File: config.mk
export PLATFORM = sky130hd
export DESIGN_NAME = mem_access_unit_flat
export DESIGN_NICKNAME = d
export VERILOG_FILES = /design/src/rtl/mem_access_if.sv /design/src/rtl/mem_access_unit.sv /design/src/flat_wrapper.sv
export SDC_FILE = /design/constraint.sdc
export NUM_CORES = 1
export LEC_CHECK = 0
export BUFFER_PORTS_ARGS = -buffer_cell sky130_fd_sc_hd__buf_4
export CELL_PAD_IN_SITES_DETAIL_PLACEMENT = 0
export CELL_PAD_IN_SITES_GLOBAL_PLACEMENT = 2
export CORE_MARGIN = 5
export CORE_UTILIZATION = 27
export CTS_CLUSTER_DIAMETER = 60
export DETAILED_ROUTE_END_ITERATION = 8
export MAX_ROUTING_LAYER = met4
export PLACE_DENSITY = 0.76
export SYNTH_ARGS = -nofsm -noshare
export SYNTH_HDL_FRONTEND = slang
export SYNTH_SLANG_ARGS = --single-unit
File: constraint.sdc
create_clock -name clk -period 3.4 [get_ports clk]
set_input_delay 1.02 -clock clk [delete_from_list [all_inputs] [get_ports clk]]
set_output_delay 1.02 -clock clk [all_outputs]
set_load 0.01 [all_outputs]
File: src/rtl/mem_access_if.sv
// mem_access_if: datapath load/store request signals plus the req/ack data-memory port.
interface mem_access_if;
  logic        memRead;
  logic        memWrite;
  logic [1:0]  memDataSize;
  logic        memBitExt;
  logic [31:0] addr;
  logic [31:0] wrData;
  logic [31:0] rdData;
  logic        stall;
  logic        accessErr;
  logic        busErr;
  logic        dmReq;
  logic        dmWe;
  logic [31:0] dmAddr;
  logic [3:0]  dmBe;
  logic [31:0] dmWdata;
  logic [31:0] dmRdata;
  logic        dmAck;
  modport master (
    output memRead, memWrite, memDataSize, memBitExt, addr, wrData, dmRdata, dmAck,
    input  rdData, stall, accessErr, busErr, dmReq, dmWe, dmAddr, dmBe, dmWdata
  );
  modport slave (
    input  memRead, memWrite, memDataSize, memBitExt, addr, wrData, dmRdata, dmAck,
    output rdData, stall, accessErr, busErr, dmReq, dmWe, dmAddr, dmBe, dmWdata
  );
endinterface

File: src/rtl/mem_access_unit.sv
// mem_access_unit: load/store stage driving a req/ack data memory, with stall, extension and error flags.
module mem_access_unit #(
  parameter int TIMEOUT = 16
) (
  input logic         clk,
  input logic         rst_n,
  mem_access_if.slave bus
);
  localparam int CW = (TIMEOUT > 2) ? $clog2(TIMEOUT) : 1;
  localparam logic [CW-1:0] LAST = CW'(TIMEOUT - 1);
  typedef enum logic [1:0] {IDLE, WAIT, DONE} state_t;
  state_t        state_q, state_d;
  logic [CW-1:0] cnt_q, cnt_d;
  logic [31:0]   rd_q, rd_d, addr_q, addr_d, wdata_q, wdata_d;
  logic [3:0]    be_q, be_d;
  logic [1:0]    size_q, size_d, off_q, off_d;
  logic          req_q, req_d, we_q, we_d, ext_q, ext_d;
  logic          acc_err_q, acc_err_d, bus_err_q, bus_err_d;
  logic          acc, ill;
  logic [3:0]    be_new;
  logic [31:0]   wdata_new, load;
  logic [7:0]    lane_b;
  logic [15:0]   lane_h;
  assign acc = bus.memRead | bus.memWrite;
  assign ill = (bus.memDataSize == 2'd3) | ((bus.memDataSize == 2'd0) & (bus.addr[1:0] != 2'b00))
             | ((bus.memDataSize == 2'd1) & bus.addr[0]) | (bus.memRead & bus.memWrite);
  assign be_new = (bus.memDataSize == 2'd0) ? 4'b1111
                : (bus.memDataSize == 2'd1) ? (bus.addr[1] ? 4'b1100 : 4'b0011)
                : 4'b0001 << bus.addr[1:0];
  assign wdata_new = (bus.memDataSize == 2'd0) ? bus.wrData
                   : (bus.memDataSize == 2'd1) ? {2{bus.wrData[15:0]}}
                   : {4{bus.wrData[7:0]}};
  // Lane selection and extension use the copies latched at request time.
  assign lane_b = bus.dmRdata[{off_q, 3'b000} +: 8];
  assign lane_h = bus.dmRdata[{off_q[1], 4'b0000} +: 16];
  assign load = (size_q == 2'd2) ? {{24{~ext_q & lane_b[7]}}, lane_b}
              : (size_q == 2'd1) ? {{16{~ext_q & lane_h[15]}}, lane_h}
              : bus.dmRdata;
  always_comb begin
    state_d   = state_q;
    cnt_d     = cnt_q;
    rd_d      = rd_q;
    req_d     = req_q;
    we_d      = we_q;
    addr_d    = addr_q;
    be_d      = be_q;
    wdata_d   = wdata_q;
    size_d    = size_q;
    ext_d     = ext_q;
    off_d     = off_q;
    acc_err_d = 1'b0;
    bus_err_d = 1'b0;
    if (state_q == IDLE && acc && ill) begin
      acc_err_d = 1'b1;
    end else if (state_q == IDLE && acc) begin
      addr_d  = {bus.addr[31:2], 2'b00};
      we_d    = bus.memWrite;
      be_d    = be_new;
      wdata_d = wdata_new;
      size_d  = bus.memDataSize;
      ext_d   = bus.memBitExt;
      off_d   = bus.addr[1:0];
      req_d   = 1'b1;
      cnt_d   = '0;
      state_d = WAIT;
    end else if (state_q == WAIT) begin
      cnt_d = cnt_q + CW'(1);
      if (bus.dmAck) begin
        req_d   = 1'b0;
        rd_d    = we_q ? rd_q : load;
        cnt_d   = '0;
        state_d = DONE;
      end else if (cnt_q == LAST) begin
        req_d     = 1'b0;
        bus_err_d = 1'b1;
        rd_d      = we_q ? rd_q : '0;
        cnt_d     = '0;
        state_d   = DONE;
      end
    end else if (state_q == DONE) begin
      state_d = IDLE;
    end
  end
  always_ff @(posedge clk or negedge rst_n) begin
    if (!rst_n) begin
      state_q   <= IDLE;
      cnt_q     <= '0;
      rd_q      <= '0;
      req_q     <= 1'b0;
      we_q      <= 1'b0;
      addr_q    <= '0;
      be_q      <= '0;
      wdata_q   <= '0;
      size_q    <= '0;
      ext_q     <= 1'b0;
      off_q     <= '0;
      acc_err_q <= 1'b0;
      bus_err_q <= 1'b0;
    end else begin
      state_q   <= state_d;
      cnt_q     <= cnt_d;
      rd_q      <= rd_d;
      req_q     <= req_d;
      we_q      <= we_d;
      addr_q    <= addr_d;
      be_q      <= be_d;
      wdata_q   <= wdata_d;
      size_q    <= size_d;
      ext_q     <= ext_d;
      off_q     <= off_d;
      acc_err_q <= acc_err_d;
      bus_err_q <= bus_err_d;
    end
  end
  assign bus.stall     = (state_q == IDLE && acc && !ill) || state_q == WAIT;
  assign bus.rdData    = rd_q;
  assign bus.accessErr = acc_err_q;
  assign bus.busErr    = bus_err_q;
  assign bus.dmReq     = req_q;
  assign bus.dmWe      = we_q;
  assign bus.dmAddr    = addr_q;
  assign bus.dmBe      = be_q;
  assign bus.dmWdata   = wdata_q;
endmodule

File: src/flat_wrapper.sv
// flat-port wrapper written by rule: the top's interface ports become plain ports
module mem_access_unit_flat 
#(
  parameter int TIMEOUT = 16
)
  (clk, rst_n, bus_memRead, bus_memWrite, bus_memDataSize, bus_memBitExt, bus_addr, bus_wrData, bus_dmRdata, bus_dmAck, bus_rdData, bus_stall, bus_accessErr, bus_busErr, bus_dmReq, bus_dmWe, bus_dmAddr, bus_dmBe, bus_dmWdata);
  mem_access_if bus_i ();
  input logic clk;
  input logic rst_n;
  input wire logic [$bits(bus_i.memRead)-1:0] bus_memRead;
  input wire logic [$bits(bus_i.memWrite)-1:0] bus_memWrite;
  input wire logic [$bits(bus_i.memDataSize)-1:0] bus_memDataSize;
  input wire logic [$bits(bus_i.memBitExt)-1:0] bus_memBitExt;
  input wire logic [$bits(bus_i.addr)-1:0] bus_addr;
  input wire logic [$bits(bus_i.wrData)-1:0] bus_wrData;
  input wire logic [$bits(bus_i.dmRdata)-1:0] bus_dmRdata;
  input wire logic [$bits(bus_i.dmAck)-1:0] bus_dmAck;
  output wire logic [$bits(bus_i.rdData)-1:0] bus_rdData;
  output wire logic [$bits(bus_i.stall)-1:0] bus_stall;
  output wire logic [$bits(bus_i.accessErr)-1:0] bus_accessErr;
  output wire logic [$bits(bus_i.busErr)-1:0] bus_busErr;
  output wire logic [$bits(bus_i.dmReq)-1:0] bus_dmReq;
  output wire logic [$bits(bus_i.dmWe)-1:0] bus_dmWe;
  output wire logic [$bits(bus_i.dmAddr)-1:0] bus_dmAddr;
  output wire logic [$bits(bus_i.dmBe)-1:0] bus_dmBe;
  output wire logic [$bits(bus_i.dmWdata)-1:0] bus_dmWdata;
  assign bus_i.memRead = bus_memRead;
  assign bus_i.memWrite = bus_memWrite;
  assign bus_i.memDataSize = bus_memDataSize;
  assign bus_i.memBitExt = bus_memBitExt;
  assign bus_i.addr = bus_addr;
  assign bus_i.wrData = bus_wrData;
  assign bus_i.dmRdata = bus_dmRdata;
  assign bus_i.dmAck = bus_dmAck;
  assign bus_rdData = bus_i.rdData;
  assign bus_stall = bus_i.stall;
  assign bus_accessErr = bus_i.accessErr;
  assign bus_busErr = bus_i.busErr;
  assign bus_dmReq = bus_i.dmReq;
  assign bus_dmWe = bus_i.dmWe;
  assign bus_dmAddr = bus_i.dmAddr;
  assign bus_dmBe = bus_i.dmBe;
  assign bus_dmWdata = bus_i.dmWdata;
  mem_access_unit #(.TIMEOUT(TIMEOUT)) u_core (.clk(clk), .rst_n(rst_n), .bus(bus_i));
endmodule
Yosys cells after proc, flatten, opt, wreduce, memory -nomap -nowiden
Index checks and enable logic that the tools add are counted.

Flip-flop bits (word level): 113. Input port bits: 104.

Shift-type cells: 3. Mux-type cells: 30. Reductions and logical operators: 17. Bitwise operators: 13. Equality and inequality tests: 8. Add/subtract/negate cells: 1.

Operators by type and width (number): $mux W32 (8); $shiftx A32 B6 Y16 (1); $shiftx A32 B6 Y8 (1); $mux W4 (7); $mux W1 (10); $mux W2 (5); $eq A2 B1 Y1 const B (3); $eq A2 B2 Y1 const B (3); $reduce_and A3 Y1 (2); $reduce_bool A2 Y1 (3); $reduce_bool A3 Y1 (2); $and A1 B1 Y1 (5); $reduce_and A5 Y1 (1); $add A4 B1 Y4 const B (1); $eq A4 B4 Y1 const B (1); $logic_not A2 Y1 (2); $ne A4 B3 Y1 const B (1); $not A1 Y1 (4); $or A1 B1 Y1 (4); $reduce_and A2 Y1 (2); $shl A1 B2 Y4 const A (1); $logic_and A1 B1 Y1 (3); $logic_not A1 Y1 (1); $logic_or A1 B1 Y1 (1).

Depth between registers and ports, before layout
Word-level depth: 8. Depth in mapped cells: 8.

Worst setup path after synthesis
No wires, ideal clock.

Kind: input port to output port. Start: input bus_addr[1]. End: output bus_stall. Buffers on the path: 1. Setup slack: 0.389 ns. Arrival: 1.991 ns. Cell stages on the path: 5. Cells stage by stage: nor2b_1 -> o31ai_2 -> nand2_1 -> clkbuf_1 -> nand2_1.

Longest elaborated chain between the ends: 8.

RTL lines: start, declared (line flat_wrapper.sv:14) `input wire logic [$bits(bus_i.addr)-1:0] bus_addr;`; $reduce_bool A2 Y1 (line mem_access_unit.sv:25) `assign ill = (bus.memDataSize == 2'd3) | ((bus.memDataSize == 2'd0) & (bus.addr[1:0] != 2'b00))`; $and A1 B1 Y1 (line mem_access_unit.sv:25); $or A1 B1 Y1 (line mem_access_unit.sv:25); $or A1 B1 Y1 (2 in series) (line mem_access_unit.sv:26) `| ((bus.memDataSize == 2'd1) & bus.addr[0]) | (bus.memRead & bus.memWrite);`; $logic_not A1 Y1 (line mem_access_unit.sv:115) `assign bus.stall = (state_q == IDLE && acc && !ill) || state_q == WAIT;`; $logic_and A1 B1 Y1 (line mem_access_unit.sv:115); $logic_or A1 B1 Y1 (line mem_access_unit.sv:115); end, declared (line flat_wrapper.sv:19) `output wire logic [$bits(bus_i.stall)-1:0] bus_stall;`.

No other way between the ends.

Worst setup path in the final report
Start: input bus_memDataSize[0]. End: output bus_stall.

Longest elaborated chain between the ends: 8. Elaborated cells between the ends (all ways): 11. Those cells by class: eq/ne: 2; bitwise: 5; reduce/logical: 4.

RTL lines: start, declared (line flat_wrapper.sv:12) `input wire logic [$bits(bus_i.memDataSize)-1:0] bus_memDataSize;`; $logic_not A2 Y1 (line mem_access_unit.sv:25); $and A1 B1 Y1 (line mem_access_unit.sv:25); $or A1 B1 Y1 (line mem_access_unit.sv:25); $or A1 B1 Y1 (*) (2 in series) (line mem_access_unit.sv:26); $logic_not A1 Y1 (*) (line mem_access_unit.sv:115); $logic_and A1 B1 Y1 (*) (line mem_access_unit.sv:115); $logic_or A1 B1 Y1 (*) (line mem_access_unit.sv:115).

Every way passes the cells marked *; elsewhere a longest branch is shown, timed or not.

==> flow_metrics.env <==
export IMPL_status="complete, no violations"
export IMPL_worstPathRequired_ns=2.38
export IMPL_tightestPinTransition_ns=1.02
export IMPL_cts_tree="built"
export IMPL_hold_path_class="reg -> reg"
export IMPL_synthesis_area_um2=5370
export IMPL_clk_pin_slew_ns=0.05
export IMPL_cts_hold_buf=0
export IMPL_start_util_pct=27.5
export IMPL_diodes=0
export IMPL_skew_ns=0.00880
export IMPL_slew_viol_final=0
export IMPL_area_growth_pct=46.4
export IMPL_ys_flop_type="dfrtp_1"
export IMPL_dp_hpwl_um=12800
export IMPL_globalplace_congestion=0.789
export IMPL_grt_pass1_wl_um=26300
export IMPL_nFillCells=1963
export IMPL_fin_crit_ns=2.90
export IMPL_antenna_found_initial=0
export IMPL_cp_max_fo=14
export IMPL_worstSetupPathType="in -> out"
export IMPL_postSynthAreaPerCell_um2=11.8
export IMPL_hold_ws_ns=0.492
export IMPL_io_buffers=206
export IMPL_die_y_um=151
export IMPL_grt_max_degree=53
export IMPL_core_area_um2=19500
export IMPL_overflow=0
export IMPL_rows=51
export IMPL_grt_pass1_vias=4743
export IMPL_yosys_warnings=0
export IMPL_grt_total_usage_pct=15.4
export IMPL_drt_wl_total_um=17000
export IMPL_rsz0062_at_grt="no"
export IMPL_cts_buffers=17
export IMPL_ys_types=51
export IMPL_syn_inst=453
export IMPL_fmax_mhz=344
export IMPL_p_leak_nw=3.74
export IMPL_power_density_nw_per_um2=951
export IMPL_wl_per_cell_um=18.2
export IMPL_ios=209
export IMPL_place_area_um2=7180
export IMPL_cts_resized_gates=0
export IMPL_cts_buffer_depth=2
export IMPL_path_cells="buf_4, nor2b_1, o31ai_2, nand2_1, nand2_1, buf_4"
export IMPL_relSlewSlack_pct=32.1
export IMPL_cp_slowest_cell="buf_4"
export IMPL_post_cts_buffers=0
export IMPL_arrival_ns=1.88
export IMPL_insertion_delay_ns=0.41
export IMPL_setup_violations=0
export IMPL_cap_violations=0
export IMPL_cp_end_kind="primary output"
export IMPL_placed_cells=902
export IMPL_r2r_slack_ns=0.89
export IMPL_cts_root_buf="clkbuf_16"
export IMPL_dr_pass1_iters=4
export IMPL_die_w_um=151
export IMPL_max_vdd_ir_drop_mv=0.424
export IMPL_vias_per_cell=4.70
export IMPL_hold_violations=0
export IMPL_drt_antenna_violating_nets=0
export IMPL_instances_no_fill=934
export IMPL_synth_seq_cells=113
export IMPL_vias=4388
export IMPL_layout_nets=763
export IMPL_finalCritPeriodShare_pct=85.4
export IMPL_cts_htree_levels=4
export IMPL_die_area_um2=22800
export IMPL_drt_iter0_drc=221
export IMPL_clock_sinks=113
export IMPL_synth_edf_count=0
export IMPL_drive_above_1_share_pct=47.2
export IMPL_critPathMaxStageDelay_ns=0.23
export IMPL_final_core_util_pct=40.2
export IMPL_startpoint_type="input port"
export IMPL_synth_seq_area_share_pct=52.7
export IMPL_fin_setup_tns_ns=0
export IMPL_final_area_um2=7860
export IMPL_synth_async_reset_ratio_pct=100
export IMPL_drc=0
==> cell families (layout without fill, tap and decap cells) <==
group / after synthesis / after routing / synth area share, %
AO/OA/AOI/OAI: 115 / 115 / 14.5
flip-flops: 113 / 113 / 52.7
multiplexers: 94 / 94 / 20.4
AND/OR/NAND/NOR: 88 / 88 / 8.12
buffers and inverters: 38 / 253 / 3.33
adder cells (fa/ha/maj): 3 / 3 / 0.700
other: 1 / 2 / 0.0699
XOR/XNOR: 1 / 1 / 0.163
==> metal layers <==
metal / vias to the layer above / wire [um] / GRT usage, %
met1: 2166 / 7190 / 18.5
met4: 0 / 175 / 3.81
met3: 14 / 1400 / 6.46
met5: - / 0 / -
li1: 2070 / - / -
met2: 138 / 8270 / 24.2
==> stage by stage <==
step           total power, mW  setup WS, ns
6_report                  7.47         0.495
5_1_grt                   7.96         0.425
4_1_cts                   7.60         0.483
3_5_place_dp              5.53         0.485
3_3_place_gp              5.46         0.507
2_1_floorplan             3.99         0.389
==> path summary, 6_finish.rpt <==
path                                       startpoint               endpoint  cells past startpoint
worst max register to register        u_core.off_q[1]  u_core.bus.rdData[13]                      4
worst max-delay path               bus_memDataSize[0]              bus_stall                      6
worst min register to register  u_core.bus.rdData[23]  u_core.bus.rdData[23]                      1
worst min-delay path            u_core.bus.rdData[23]  u_core.bus.rdData[23]                      1
min in group asynchronous                       rst_n   u_core.bus.accessErr                      1
max in group asynchronous                       rst_n  u_core.bus.rdData[27]                      2
==> synthesized netlist by cell type (all sizes together), types with 2 or more instances <==
cell type  number  area [um^2]
a211o           9         78.8
a21oi          20          100
a22o            8         70.1
a31o            2         17.5
a31oi          11         68.8
and2            2         12.5
buf            22          119
clkbuf         10         37.5
dfrtp         113         2830
ha              3         37.5
inv             6         22.5
mux2           53          597
mux2i          34          340
mux4            7          158
nand2          37          146
nand2b          5         31.3
nand3           3         15.0
nand3b          3         22.5
nor2           20         85.1
nor2b           3         18.8
nor3            9         45.0
nor4            2         18.8
o21ai          36          191
o2bb2ai        17          149
==> where the power goes <==
part           total [mW]  internal (mW)  switching [mW]
clock                2.02           1.39           0.631
combinational        2.99           1.60            1.38
sequential           2.46           2.00           0.466
==> placed cells by master, fill, tap and decap left out, types with 3 or more instances in the layout <==
master,n
dfrtp_1,113
nand2b_1,5
clkbuf_16,17
nand2_1,36
bufinv_16,5
nand3b_1,3
a31oi_1,11
mux2_2,51
ha_1,3
a21oi_1,20
inv_1,6
a22o_1,8
nor3_1,9
o21ai_0,35
buf_4,213
a211o_1,9
nand3_1,3
clkbuf_8,5
nor2_1,18
clkinv_2,4
mux2i_1,34
nor2b_1,3
o2bb2ai_1,17
mux4_2,7
==> cell type report <==
cell class	count	area, um^2	area share [%]
flip-flops and latches	113	2830	36.0
repair buffers	215	1640	20.9
clock buffers	22	494	6.29
inverters	6	22.5	0.287
well taps	265	332	4.22
multi-input cells	303	2360	30.1
clock inverters	10	178	2.26
==> sequential cells by signal (all words and copies together), names as in the netlist <==
register              flops
u_core.bus.dmWdata       32
u_core.bus.rdData        32
u_core.bus.dmAddr        30
u_core.bus.dmBe           4
u_core.cnt_q              4
u_core.off_q              2
u_core.size_q             2
u_core.state_q            2
u_core.bus.accessErr      1
u_core.bus.busErr         1
u_core.bus.dmReq          1
u_core.bus.dmWe           1
u_core.ext_q              1
==> critical path: cells and delay by family <==
family,cells,cell delay (ns)
buffers and inverters,2,0.34
AND/OR/NAND/NOR,3,0.30
AO/OA/AOI/OAI,1,0.23
No activity file was read; power rests on OpenSTA's default activity.
